## src/rtl/ex_stage.sv

```systemverilog
// ex_stage: MIPS execute stage with the ID/EX register, one-hot ALU, data-SRAM request and a 32-step divider.
// Define EX_MUL_EN to enable single-cycle MULT/MULTU; by default MULT/MULTU execute as NOPs.
module ex_stage #(
   parameter int ID_TO_EX_WD  = 159,
   parameter int EX_TO_MEM_WD = 76,
   parameter int DIV_ITER     = 32
) (
   input  logic                    clk,
   input  logic                    rst,
   input  logic [5:0]              stall,
   input  logic [ID_TO_EX_WD-1:0]  id_to_ex_bus,
   output logic [EX_TO_MEM_WD-1:0] ex_to_mem_bus,
   output logic [37:0]             ex_to_rf_bus,
   output logic                    ex_is_load,
   output logic [64:0]             ex_hilo_bus,
   output logic                    stallreq_for_ex,
   output logic                    data_sram_en,
   output logic [3:0]              data_sram_wen,
   output logic [31:0]             data_sram_addr,
   output logic [31:0]             data_sram_wdata
);

   localparam int CNT_W = $clog2(DIV_ITER);
   localparam logic [CNT_W-1:0] CNT_LAST = CNT_W'(DIV_ITER - 1);

   typedef enum logic [1:0] {
      DIV_IDLE = 2'd0,
      DIV_RUN  = 2'd1,
      DIV_DONE = 2'd2
   } div_state_e;

   function automatic logic [31:0] neg32(input logic [31:0] x);
      return 32'd0 - x;
   endfunction

   logic [ID_TO_EX_WD-1:0] bus_q, bus_d;

   logic [31:0] pc_s, inst_s, rs_data_s, rt_data_s;
   logic [11:0] alu_op_s;
   logic [2:0]  sel_src1_s;
   logic [3:0]  sel_src2_s;
   logic        ram_en_s, rf_we_s, sel_rf_res_s, valid_s;
   logic [3:0]  ram_wen_s;
   logic [4:0]  rf_waddr_s;
   logic [5:0]  opcode_s, func_s;

   logic [31:0] src1_s, src2_s, alu_res_s;
   logic [31:0] add_s, sub_s, slt_s, sltu_s, and_s, nor_s, or_s, xor_s;
   logic [31:0] sll_s, srl_s, sra_s, lui_s;

   div_state_e  div_state_q, div_state_d;
   logic [CNT_W-1:0] cnt_q, cnt_d;
   logic [31:0] quo_q, quo_d, rem_q, rem_d, dsr_q, dsr_d;
   logic        sa_q, sa_d, sb_q, sb_d, dz_q, dz_d;
   logic        is_div_s, div_signed_s, a_neg_s, b_neg_s, stallreq_s;
   logic [31:0] abs_a_s, abs_b_s, quo_fix_s, rem_fix_s, lo_s;
   logic [32:0] rem_shift_s, rem_diff_s;
   logic [64:0] mul_hilo_s;
   logic        unused_s;

   assign pc_s         = bus_q[158:127];
   assign inst_s       = bus_q[126:95];
   assign alu_op_s     = bus_q[94:83];
   assign sel_src1_s   = bus_q[82:80];
   assign sel_src2_s   = bus_q[79:76];
   assign ram_en_s     = bus_q[75];
   assign ram_wen_s    = bus_q[74:71];
   assign rf_we_s      = bus_q[70];
   assign rf_waddr_s   = bus_q[69:65];
   assign sel_rf_res_s = bus_q[64];
   assign rs_data_s    = bus_q[63:32];
   assign rt_data_s    = bus_q[31:0];
   assign opcode_s     = inst_s[31:26];
   assign func_s       = inst_s[5:0];

   // A cleared bus (PC=0) is a bubble: every output below is forced to zero for it.
   assign valid_s  = |pc_s;
   assign unused_s = ^{stall[5:4], stall[1:0], inst_s[25:16]};

   // ID/EX next state: bubble when ID stops but EX moves, load when ID moves, otherwise hold.
   always_comb begin
      bus_d = bus_q;
      if (stall[2] && !stall[3]) begin
         bus_d = '0;
      end else if (!stall[2]) begin
         bus_d = id_to_ex_bus;
      end else begin
         bus_d = bus_q;
      end
   end

   // Operand selects are AND-OR so an empty select yields zero.
   assign src1_s = ({32{sel_src1_s[0]}} & rs_data_s)
                 | ({32{sel_src1_s[1]}} & pc_s)
                 | ({32{sel_src1_s[2]}} & {27'd0, inst_s[10:6]});
   assign src2_s = ({32{sel_src2_s[0]}} & rt_data_s)
                 | ({32{sel_src2_s[1]}} & {{16{inst_s[15]}}, inst_s[15:0]})
                 | ({32{sel_src2_s[2]}} & 32'd8)
                 | ({32{sel_src2_s[3]}} & {16'd0, inst_s[15:0]});

   assign add_s  = src1_s + src2_s;
   assign sub_s  = src1_s - src2_s;
   assign slt_s  = {31'd0, ($signed(src1_s) < $signed(src2_s))};
   assign sltu_s = {31'd0, (src1_s < src2_s)};
   assign and_s  = src1_s & src2_s;
   assign nor_s  = ~(src1_s | src2_s);
   assign or_s   = src1_s | src2_s;
   assign xor_s  = src1_s ^ src2_s;
   assign sll_s  = src2_s << src1_s[4:0];
   assign srl_s  = src2_s >> src1_s[4:0];
   assign sra_s  = $signed(src2_s) >>> src1_s[4:0];
   assign lui_s  = {src2_s[15:0], 16'd0};

   assign alu_res_s = ({32{alu_op_s[11]}} & add_s)  | ({32{alu_op_s[10]}} & sub_s)
                    | ({32{alu_op_s[9]}}  & slt_s)  | ({32{alu_op_s[8]}}  & sltu_s)
                    | ({32{alu_op_s[7]}}  & and_s)  | ({32{alu_op_s[6]}}  & nor_s)
                    | ({32{alu_op_s[5]}}  & or_s)   | ({32{alu_op_s[4]}}  & xor_s)
                    | ({32{alu_op_s[3]}}  & sll_s)  | ({32{alu_op_s[2]}}  & srl_s)
                    | ({32{alu_op_s[1]}}  & sra_s)  | ({32{alu_op_s[0]}}  & lui_s);

   assign ex_to_mem_bus   = valid_s ? {pc_s, ram_en_s, ram_wen_s, sel_rf_res_s, rf_we_s, rf_waddr_s, alu_res_s}
                                    : {EX_TO_MEM_WD{1'b0}};
   assign ex_to_rf_bus    = valid_s ? {rf_we_s, rf_waddr_s, alu_res_s} : 38'd0;
   assign ex_is_load      = valid_s & ram_en_s & sel_rf_res_s;
   assign data_sram_en    = valid_s & ram_en_s;
   assign data_sram_wen   = valid_s ? {4{|ram_wen_s}} : 4'd0;
   assign data_sram_addr  = valid_s ? alu_res_s : 32'd0;
   assign data_sram_wdata = valid_s ? rt_data_s : 32'd0;

   assign is_div_s     = valid_s && (opcode_s == 6'd0) && ((func_s == 6'h1A) || (func_s == 6'h1B));
   assign div_signed_s = (func_s == 6'h1A);
   assign a_neg_s      = div_signed_s & rs_data_s[31];
   assign b_neg_s      = div_signed_s & rt_data_s[31];
   assign abs_a_s      = a_neg_s ? neg32(rs_data_s) : rs_data_s;
   assign abs_b_s      = b_neg_s ? neg32(rt_data_s) : rt_data_s;

   // Restoring step: remainder picks up the next dividend bit, subtract when it fits.
   assign rem_shift_s  = {rem_q, quo_q[31]};
   assign rem_diff_s   = rem_shift_s - {1'b0, dsr_q};

   assign quo_fix_s = (sa_q ^ sb_q) ? neg32(quo_q) : quo_q;
   assign rem_fix_s = sa_q ? neg32(rem_q) : rem_q;
   assign lo_s      = dz_q ? 32'hFFFF_FFFF : quo_fix_s;

   // Divider FSM next state and stall request.
   always_comb begin
      div_state_d = div_state_q;
      cnt_d       = cnt_q;
      quo_d       = quo_q;
      rem_d       = rem_q;
      dsr_d       = dsr_q;
      sa_d        = sa_q;
      sb_d        = sb_q;
      dz_d        = dz_q;
      stallreq_s  = 1'b0;
      case (div_state_q)
         DIV_IDLE: begin
            if (is_div_s) begin
               quo_d       = abs_a_s;
               rem_d       = 32'd0;
               dsr_d       = abs_b_s;
               sa_d        = a_neg_s;
               sb_d        = b_neg_s;
               dz_d        = (rt_data_s == 32'd0);
               cnt_d       = '0;
               stallreq_s  = 1'b1;
               div_state_d = DIV_RUN;
            end else begin
               div_state_d = DIV_IDLE;
            end
         end
         DIV_RUN: begin
            stallreq_s = 1'b1;
            if (!rem_diff_s[32]) begin
               rem_d = rem_diff_s[31:0];
               quo_d = {quo_q[30:0], 1'b1};
            end else begin
               rem_d = rem_shift_s[31:0];
               quo_d = {quo_q[30:0], 1'b0};
            end
            if (cnt_q == CNT_LAST) begin
               div_state_d = DIV_DONE;
            end else begin
               cnt_d = cnt_q + CNT_W'(1);
            end
         end
         DIV_DONE: begin
            if (!stall[3]) begin
               div_state_d = DIV_IDLE;
            end else begin
               div_state_d = DIV_DONE;
            end
         end
         default: begin
            div_state_d = DIV_IDLE;
         end
      endcase
   end

`ifdef EX_MUL_EN
   logic        is_mult_s, mul_signed_s;
   logic [63:0] mul_a_s, mul_b_s, prod_s;

   assign is_mult_s    = valid_s && (opcode_s == 6'd0) && ((func_s == 6'h18) || (func_s == 6'h19));
   assign mul_signed_s = (func_s == 6'h18);
   assign mul_a_s      = {(mul_signed_s ? {32{rs_data_s[31]}} : 32'd0), rs_data_s};
   assign mul_b_s      = {(mul_signed_s ? {32{rt_data_s[31]}} : 32'd0), rt_data_s};
   assign prod_s       = mul_a_s * mul_b_s;
   assign mul_hilo_s   = is_mult_s ? {1'b1, prod_s} : 65'd0;
`else
   assign mul_hilo_s   = 65'd0;
`endif

   assign ex_hilo_bus     = (div_state_q == DIV_DONE) ? {1'b1, rem_fix_s, lo_s} : mul_hilo_s;
   assign stallreq_for_ex = stallreq_s;

   // State registers with synchronous reset.
   always_ff @(posedge clk) begin
      if (rst) begin
         bus_q       <= '0;
         div_state_q <= DIV_IDLE;
         cnt_q       <= '0;
         quo_q       <= 32'd0;
         rem_q       <= 32'd0;
         dsr_q       <= 32'd0;
         sa_q        <= 1'b0;
         sb_q        <= 1'b0;
         dz_q        <= 1'b0;
      end else begin
         bus_q       <= bus_d;
         div_state_q <= div_state_d;
         cnt_q       <= cnt_d;
         quo_q       <= quo_d;
         rem_q       <= rem_d;
         dsr_q       <= dsr_d;
         sa_q        <= sa_d;
         sb_q        <= sb_d;
         dz_q        <= dz_d;
      end
   end

endmodule

```

## config.mk

```make
export PLATFORM = sky130hd
export DESIGN_NAME = ex_stage
export DESIGN_NICKNAME = d
export VERILOG_FILES = /design/src/rtl/ex_stage.sv
export SDC_FILE = /design/constraint.sdc
export NUM_CORES = 1
export LEC_CHECK = 0
export CORE_ASPECT_RATIO = 0.75
export CORE_UTILIZATION = 50
export CTS_CLUSTER_DIAMETER = 150
export DETAILED_ROUTE_END_ITERATION = 10
export PLACE_DENSITY = 0.79
export SLEW_MARGIN = 20
export SYNTH_ARGS = -nofsm -noshare
export SYNTH_HDL_FRONTEND = slang
export SYNTH_SLANG_ARGS = --single-unit
```

## constraint.sdc

```tcl
create_clock -name clk -period 5.93 [get_ports clk]
set_clock_uncertainty 0.2 [all_clocks]
set_input_delay 1.4825 -clock clk [delete_from_list [all_inputs] [get_ports clk]]
set_output_delay 1.4825 -clock clk [all_outputs]
set_load 0.1 [all_outputs]
```

==> flow_metrics.tcl, run 1 <==
set metrics [dict create \
    outcome "complete, but fails checks" \
    violations "setup timing" \
    synth-async-reset-ratio_pct 0 \
    fmax_ghz 0.161 \
    wl_mm 106 \
    antenna_left 0 \
    cts-buffers-inserted 28 \
    rsz0062_at_grt "true" \
    total_power_mw 6.79 \
    vdd_drop_max_uv 206 \
    initial_core_util_pct 50.6 \
    hp-class "reg -> reg" \
    ios 417 \
    gr-total-overflow 0 \
    synth_ff_type "dfxtp_1" \
    portBuffers 402 \
    start_kind "flop" \
    holdPathEnd "dsr_q[21]$_SDFFE_PP0P_" \
    utilization_pct 69.2 \
    track_usage_pct 40.1 \
    worstHoldStart "dsr_q[21]$_SDFFE_PP0P_" \
    clock_latency_ns 0.58 \
    synth_edf_count 0 \
    r2r_cells 14 \
    grt_pass1_wl_mm 155 \
    drt-wirelength-per-cell_um 24.1 \
    grt_max_degree 96 \
    synth_top_family_by_area "compound AO/OA/AOI/OAI gates" \
    cts.htree.levels 1 \
    crit_arrival_ns 4.54 \
    synth_top_area_share_pct 20.7 \
    post-route-min-period_ns 6.22 \
    root_buffer "clkbuf_16" \
    synth-compound-area-share_pct 25.2 \
    clock_sinks 255 \
    drive_gt1_share_pct 20.7 \
    r2r_end "rem_q[28]$_SDFFE_PP0P_" \
    slew_headroom_pct 25.2 \
    top_layer "met5" \
    whs_ns 0.251 \
    worst_slew_pin_slew_ns 1.12 \
    die_w_um 258 \
    gp_congestion 1.11 \
    die_area_um2 50200 \
    synth_mux_area_share_pct 13.2 \
    critical_path.endpoint_type "output pin" \
    hold_viol_final 0 \
    cp_slowest_stage_delay_ns 0.44 \
    synthCells 3357 \
    setup_ws_ns -0.292 \
    synth_xor_area_share_pct 6.47 \
    yosysMostFrequentCell "nor2_1" \
    path_clk_slew_ns 0.06 \
    final_nets 4039 \
    wl_met2_mm 43.2 \
    ys.warnings.count 0 \
    die_h_um 194 \
    p_per_area_nw_per_um2 201 \
    coreArea_um2 48700 \
    netlist_area_um2 24600 \
    area_growth_pct 36.7 \
    finalSetupViolCount 60 \
    cap_violations 0 \
    place_area_um2 31000 \
    crit_fanout 6 \
    required_ns 4.25 \
    num_vias 27525 \
    synth_nets 3658 \
    antenna_found_initial 8 \
    viasPerCell 6.24 \
    leakagePower_nw 13.9 \
    met1_length_mm 44.2 \
    cp_cell_sequence "or2_4 -> buf_6 -> a22o_2 -> ha_4 -> inv_1 -> a41o_1 -> a311oi_2 -> o41ai_2 -> or3_1 -> o2111ai_4 -> buf_6 -> o41ai_2 -> a211o_1 -> a31oi_4 -> buf_12" \
    criticalPathCategory "reg -> out" \
    synthAdderAreaFrac_pct 6.90 \
    reg2reg_slack_ns 1.86 \
    dpl.cell_count 4305 \
    netlist_top_cells_count "nor2_1 (405), nand2_1 (314), mux2i_1 (279)" \
    synth-seq-cells 255 \
    timing.rr.start "quo_q[31]$_SDFFE_PP0P_" \
    firstDrtPassIters 6 \
    final_cells 4414 \
    cts_tree "yes" \
    dp_hpwl_mm 80.9 \
    yosys.area_share.simple_pct 18.1 \
    maxSlewViolCount 0 \
    synthTopCellsByArea "dfxtp_1 (21%), mux2i_1 (11%), ha_1 (6.7%), nor2_1 (6.2%), a21oi_1 (5.3%)" \
    wl_met3_mm 15.2 \
    crit_path_top_delay_cell "or3_1" \
    drc 0 \
    grt_pass1_vias 25189 \
    yosysTopAreaCell "dfxtp_1" \
    min_path_cells 2 \
    final_area_um2 33700 \
    rows 70 \
    synth_cell_type_count 89 \
    dr.first_iter.drc_count 3372 \
    synth_area_per_cell_um2 7.34 \
    period_share_pct 105 \
    cts_buffer_depth 3 \
    ys_seq_area_share_pct 20.7 \
]
metrics by stage:
step           setup slack (ns)  setup TNS [ns]
6_report                 -0.292          -10.95
5_1_grt                  -0.365          -16.62
4_1_cts                  -0.235           -5.35
3_5_place_dp            -0.0670          -0.199
3_3_place_gp             -0.103          -0.373
2_1_floorplan           -0.0724          -0.278
flip-flops by register name (all words and copies together), names as in the netlist:
name,flops
bus_q,149
dz_q,1
quo_q,32
cnt_q,5
div_state_q,2
dsr_q,32
rem_q,32
sa_q,1
sb_q,1
layout by cell type (no fill, tap or decap), types with 115 or more instances in the layout:
cell / Yosys / routed
a21oi_1: 261 / 229
buf_4: 76 / 316
clkdlybuf4s50_1: 0 / 256
dfxtp_1: 255 / 248
ha_1: 131 / 115
inv_1: 152 / 147
mux2i_1: 279 / 271
nand2_1: 314 / 304
nor2_1: 405 / 392
o21ai_0: 179 / 148
metal layers:
layer / global-route usage (%) / vias up
met2: 56.2 / 1606
met4: 12.7 / 2
li1: - / 12603
met3: 18.2 / 249
met1: 54.1 / 13065
met5: 0 / -
power breakdown:
part / leakage (nW) / internal [mW] / switching (mW) / total, mW
sequential: 2.08 / 1.76 / 0.0751 / 1.84
combinational: 11.4 / 1.16 / 2.08 / 3.24
clock: 0.428 / 0.958 / 0.745 / 1.70
total: 13.9 / 3.88 / 2.90 / 6.79
logic make-up (layout without fill, tap and decap cells):
| family | count (synthesis) | after routing |
|---|---|---|
| adders and majority gates | 134 | 134 |
| and+or+nand+nor | 1005 | 1005 |
| buffers and inverters | 510 | 910 |
| other | 0 | 9 |
| AOI/OAI and AO/OA | 953 | 953 |
| xor gates and xnor gates | 182 | 182 |
| DFF | 255 | 255 |
| muxes | 318 | 318 |
worst max-delay path by stage:
stage | startpoint | endpoint | slack [ns]
3_3_place_gp | bus_q[80]$_SDFFE_PP0N_ | data_sram_addr[18] | -0.10
5_1_grt | bus_q[80]$_SDFFE_PP0N_ | data_sram_addr[0] | -0.36
6_report | bus_q[79]$_SDFFE_PP0N_ | data_sram_addr[0] | -0.29
4_1_cts | bus_q[101]$_SDFFE_PP0N_ | data_sram_addr[30] | -0.23
2_1_floorplan | bus_q[81]$_SDFFE_PP0N_ | ex_to_mem_bus[31] | -0.07
3_5_place_dp | bus_q[80]$_SDFFE_PP0N_ | ex_to_rf_bus[18] | -0.07
critical path: cells and delay by family, from the launching register on:
| family | cells | cell delay (ns) |
|---|---|---|
| buf+inv | 4 | 0.57 |
| flops | 1 | 0.32 |
| fa+ha+maj | 1 | 0.35 |
| compound gates | 8 | 1.99 |
| simple gates | 2 | 0.74 |
cell type report:
| class | count | area [um2] |
|---|---|---|
| fill | 4013 | 15000 |
| clock inverter | 13 | 101 |
| tap | 648 | 811 |
| clock buffer | 36 | 772 |
| multi-input combinational | 2592 | 18800 |
| antenna | 9 | 22.5 |
| timing repair buffer | 703 | 7480 |
| sequential | 255 | 5120 |
| inverter | 158 | 607 |
repair_timing:
item                                    in CTS  in global routing
pin swaps                                   74                 52
hold buffers                                 0                  0
endpoints found under the setup margin      90                 93
gates cloned                                 2                  0
gates resized for setup                    144                129
buffers inserted                            35                 23
Note: power is estimated with default switching activity, not from simulation.
==> inputs of run 2 (changes only) <==
Settings changed: GPL_TIMING_DRIVEN from default to 0.
==> flow_metrics.tcl, run 2 (synthesized netlist as in run 1, its figures left out) <==
set metrics [dict create \
    clock_latency_ns 0.58 \
    ios 417 \
    vdd_drop_max_uv 273 \
    slew_headroom_pct 18.8 \
    finalSetupViolCount 105 \
    rows 70 \
    antenna_left 0 \
    area_growth_pct 41.8 \
    viasPerCell 6.58 \
    drive_gt1_share_pct 19.4 \
    cts_tree "yes" \
    r2r_cells 15 \
    final.fill_count 3808 \
    dpl.cell_count 4408 \
    final_nets 4193 \
    top_register "bus_q" \
    die_area_um2 50200 \
    grt_max_degree 15 \
    firstDrtPassIters 9 \
    power.internal_mw 4.12 \
    setup_ws_ns -1.14 \
    start_kind "flop" \
    grt_pass1_vias 26744 \
    period_share_pct 119 \
    grt_pass1_wl_mm 178 \
    worst_slew_pin_slew_ns 1.22 \
    gp_congestion 1.12 \
    cts.htree.levels 1 \
    p_per_area_nw_per_um2 207 \
    cp_slowest_stage_delay_ns 0.74 \
    cap_violations 0 \
    coreArea_um2 48700 \
    leakagePower_nw 14.3 \
    drt-wirelength-per-cell_um 27.7 \
    track_usage_pct 47.3 \
    layout_common_cells "nor2_1 (386), nand2_1 (299), clkdlybuf4s50_1 (268)" \
    critical-path-top-delay-family "compound AO/OA/AOI/OAI gates" \
    dp_hpwl_mm 96.4 \
    num_vias 30022 \
    crit_path_top_delay_cell "a222oi_1" \
    wl_mm 127 \
    p_sw_share_pct 43.0 \
    power.switching_mw 3.11 \
    root_buffer "clkbuf_16" \
    critical_path.endpoint_type "output pin" \
    hp-class "reg -> reg" \
    cts-buffers-inserted 27 \
    violations "setup timing" \
    post-place-ws_ns -2.10 \
    drc 0 \
    post-route-min-period_ns 7.07 \
    rsz0062_at_grt "true" \
    cp_cell_sequence "a222oi_1 -> buf_4 -> buf_6 -> buf_12 -> inv_8 -> buf_8 -> clkbuf_16 -> fa_2 -> a21oi_4 -> nor2_4 -> o311ai_4 -> a21oi_4 -> buf_6 -> or4b_4 -> xnor2_4 -> a221oi_4 -> a31oi_4 -> buf_12 -> buf_12" \
    die_h_um 194 \
    final_cells 4562 \
    antenna_found_initial 5 \
    pwr-share-comb_pct 48.9 \
    fmax_ghz 0.141 \
    dr.first_iter.drc_count 4548 \
    initial_core_util_pct 50.6 \
    hold_viol_final 0 \
    gr-total-overflow 0 \
    die_w_um 258 \
    path_buf_inv 9 \
    path_clk_slew_ns 0.07 \
    cp_common_cell "buf_12" \
    required_ns 4.25 \
    cts_buffer_depth 3 \
    cp_num_cells 19 \
    seq_power_share_pct 25.5 \
    portBuffers 401 \
    crit_fanout 5 \
    min_path_cells 2 \
    cts_hold_buf 0 \
    maxSlewViolCount 0 \
    crit_arrival_ns 5.39 \
    clock_sinks 255 \
    criticalPathCategory "reg -> out" \
    clkPwrFrac_pct 25.6 \
    outcome "complete, but fails checks" \
    layout_commonest_cell "nor2_1" \
    largest_reg_flops 149 \
]
## run 2: cell count changes in the layout (fill, tap and decap cells not counted), sizes merged
cell,delta
clkinvlp,-4
diode,-4
clkbuf,+214
inv,+6
bufinv,+4
clkinv,-6
clkdlybuf4s15,+2
clkdlybuf4s50,+12
bufbuf,-2
dlygate4sd2,+9
dlymetal6s2s,+9
buf,-92
## run 2: per-layer routing
layer | global-route usage, % | wire [um] | vias to the layer above
met5 | 0 | 13 | -
met4 | 17.9 | 6150 | 2
met3 | 17.5 | 20300 | 447
met2 | 65.6 | 49700 | 2376
met1 | 65.7 | 50400 | 14273
li1 | - | - | 12924
## run 2: stage by stage
step / cell area (um2) / util [%] / power, mW / setup TNS (ns) / hold WS [ns]
final: 34900 / 71.8 / 7.23 / -68.93 / 0.273
after CTS: 33900 / 69.6 / 6.93 / -59.83 / 0.265
after floorplan: 25200 / - / 3.85 / -0.278 / 0.232
after global routing: 34900 / 71.7 / 7.33 / -61.57 / 0.271
after detailed placement: 30100 / 61.8 / 4.64 / -139.43 / 0.257
after global placement: 30100 / 61.7 / 4.63 / -157.38 / 0.243
## run 2: what timing repair did
action | 4_1_cts | 5_1_grt
resized for setup | 1215 | 246
pin swaps | 132 | 104
setup endpoints to repair | 133 | 135
setup buffers | 77 | 42
## run 2: power by group through the flow
stage / Combinational, mW / Clock, mW / Sequential [mW]
final: 3.54 / 1.85 / 1.84
after global routing: 3.59 / 1.90 / 1.85
after CTS: 3.27 / 1.83 / 1.84
after detailed placement: 2.76 / 0 / 1.87
after global placement: 2.76 / 0 / 1.87
after floorplan: 2.01 / 0 / 1.84
## run 2: worst min-delay path, cell delays in order, from the launching register on
cell and delay (ns):
dfxtp_1 0.32, nand2_1 0.06, a21oi_1 0.05
## run 2: worst paths after layout
kind	from	end	slack [ns]
min	dsr_q[21]$_SDFFE_PP0P_	dsr_q[21]$_SDFFE_PP0P_	0.27
max	bus_q[33]$_SDFFE_PP0N_	ex_to_rf_bus[16]	-1.14
min reg2reg	dsr_q[21]$_SDFFE_PP0P_	dsr_q[21]$_SDFFE_PP0P_	0.27
max reg2reg	quo_q[31]$_SDFFE_PP0P_	rem_q[27]$_SDFFE_PP0P_	2.03
## run 2: layout make-up
class	count	area [um2]	share of cell area, %
multi-input cells	2592	19200	55.0
repair buffers	518	5910	16.9
flip-flops and latches	255	5120	14.7
plain buffers	340	2340	6.69
well taps	648	811	2.32
clock buffers	33	708	2.03
inverters	158	619	1.77
clock inverters	13	211	0.605
diodes	5	12.5	0.0358
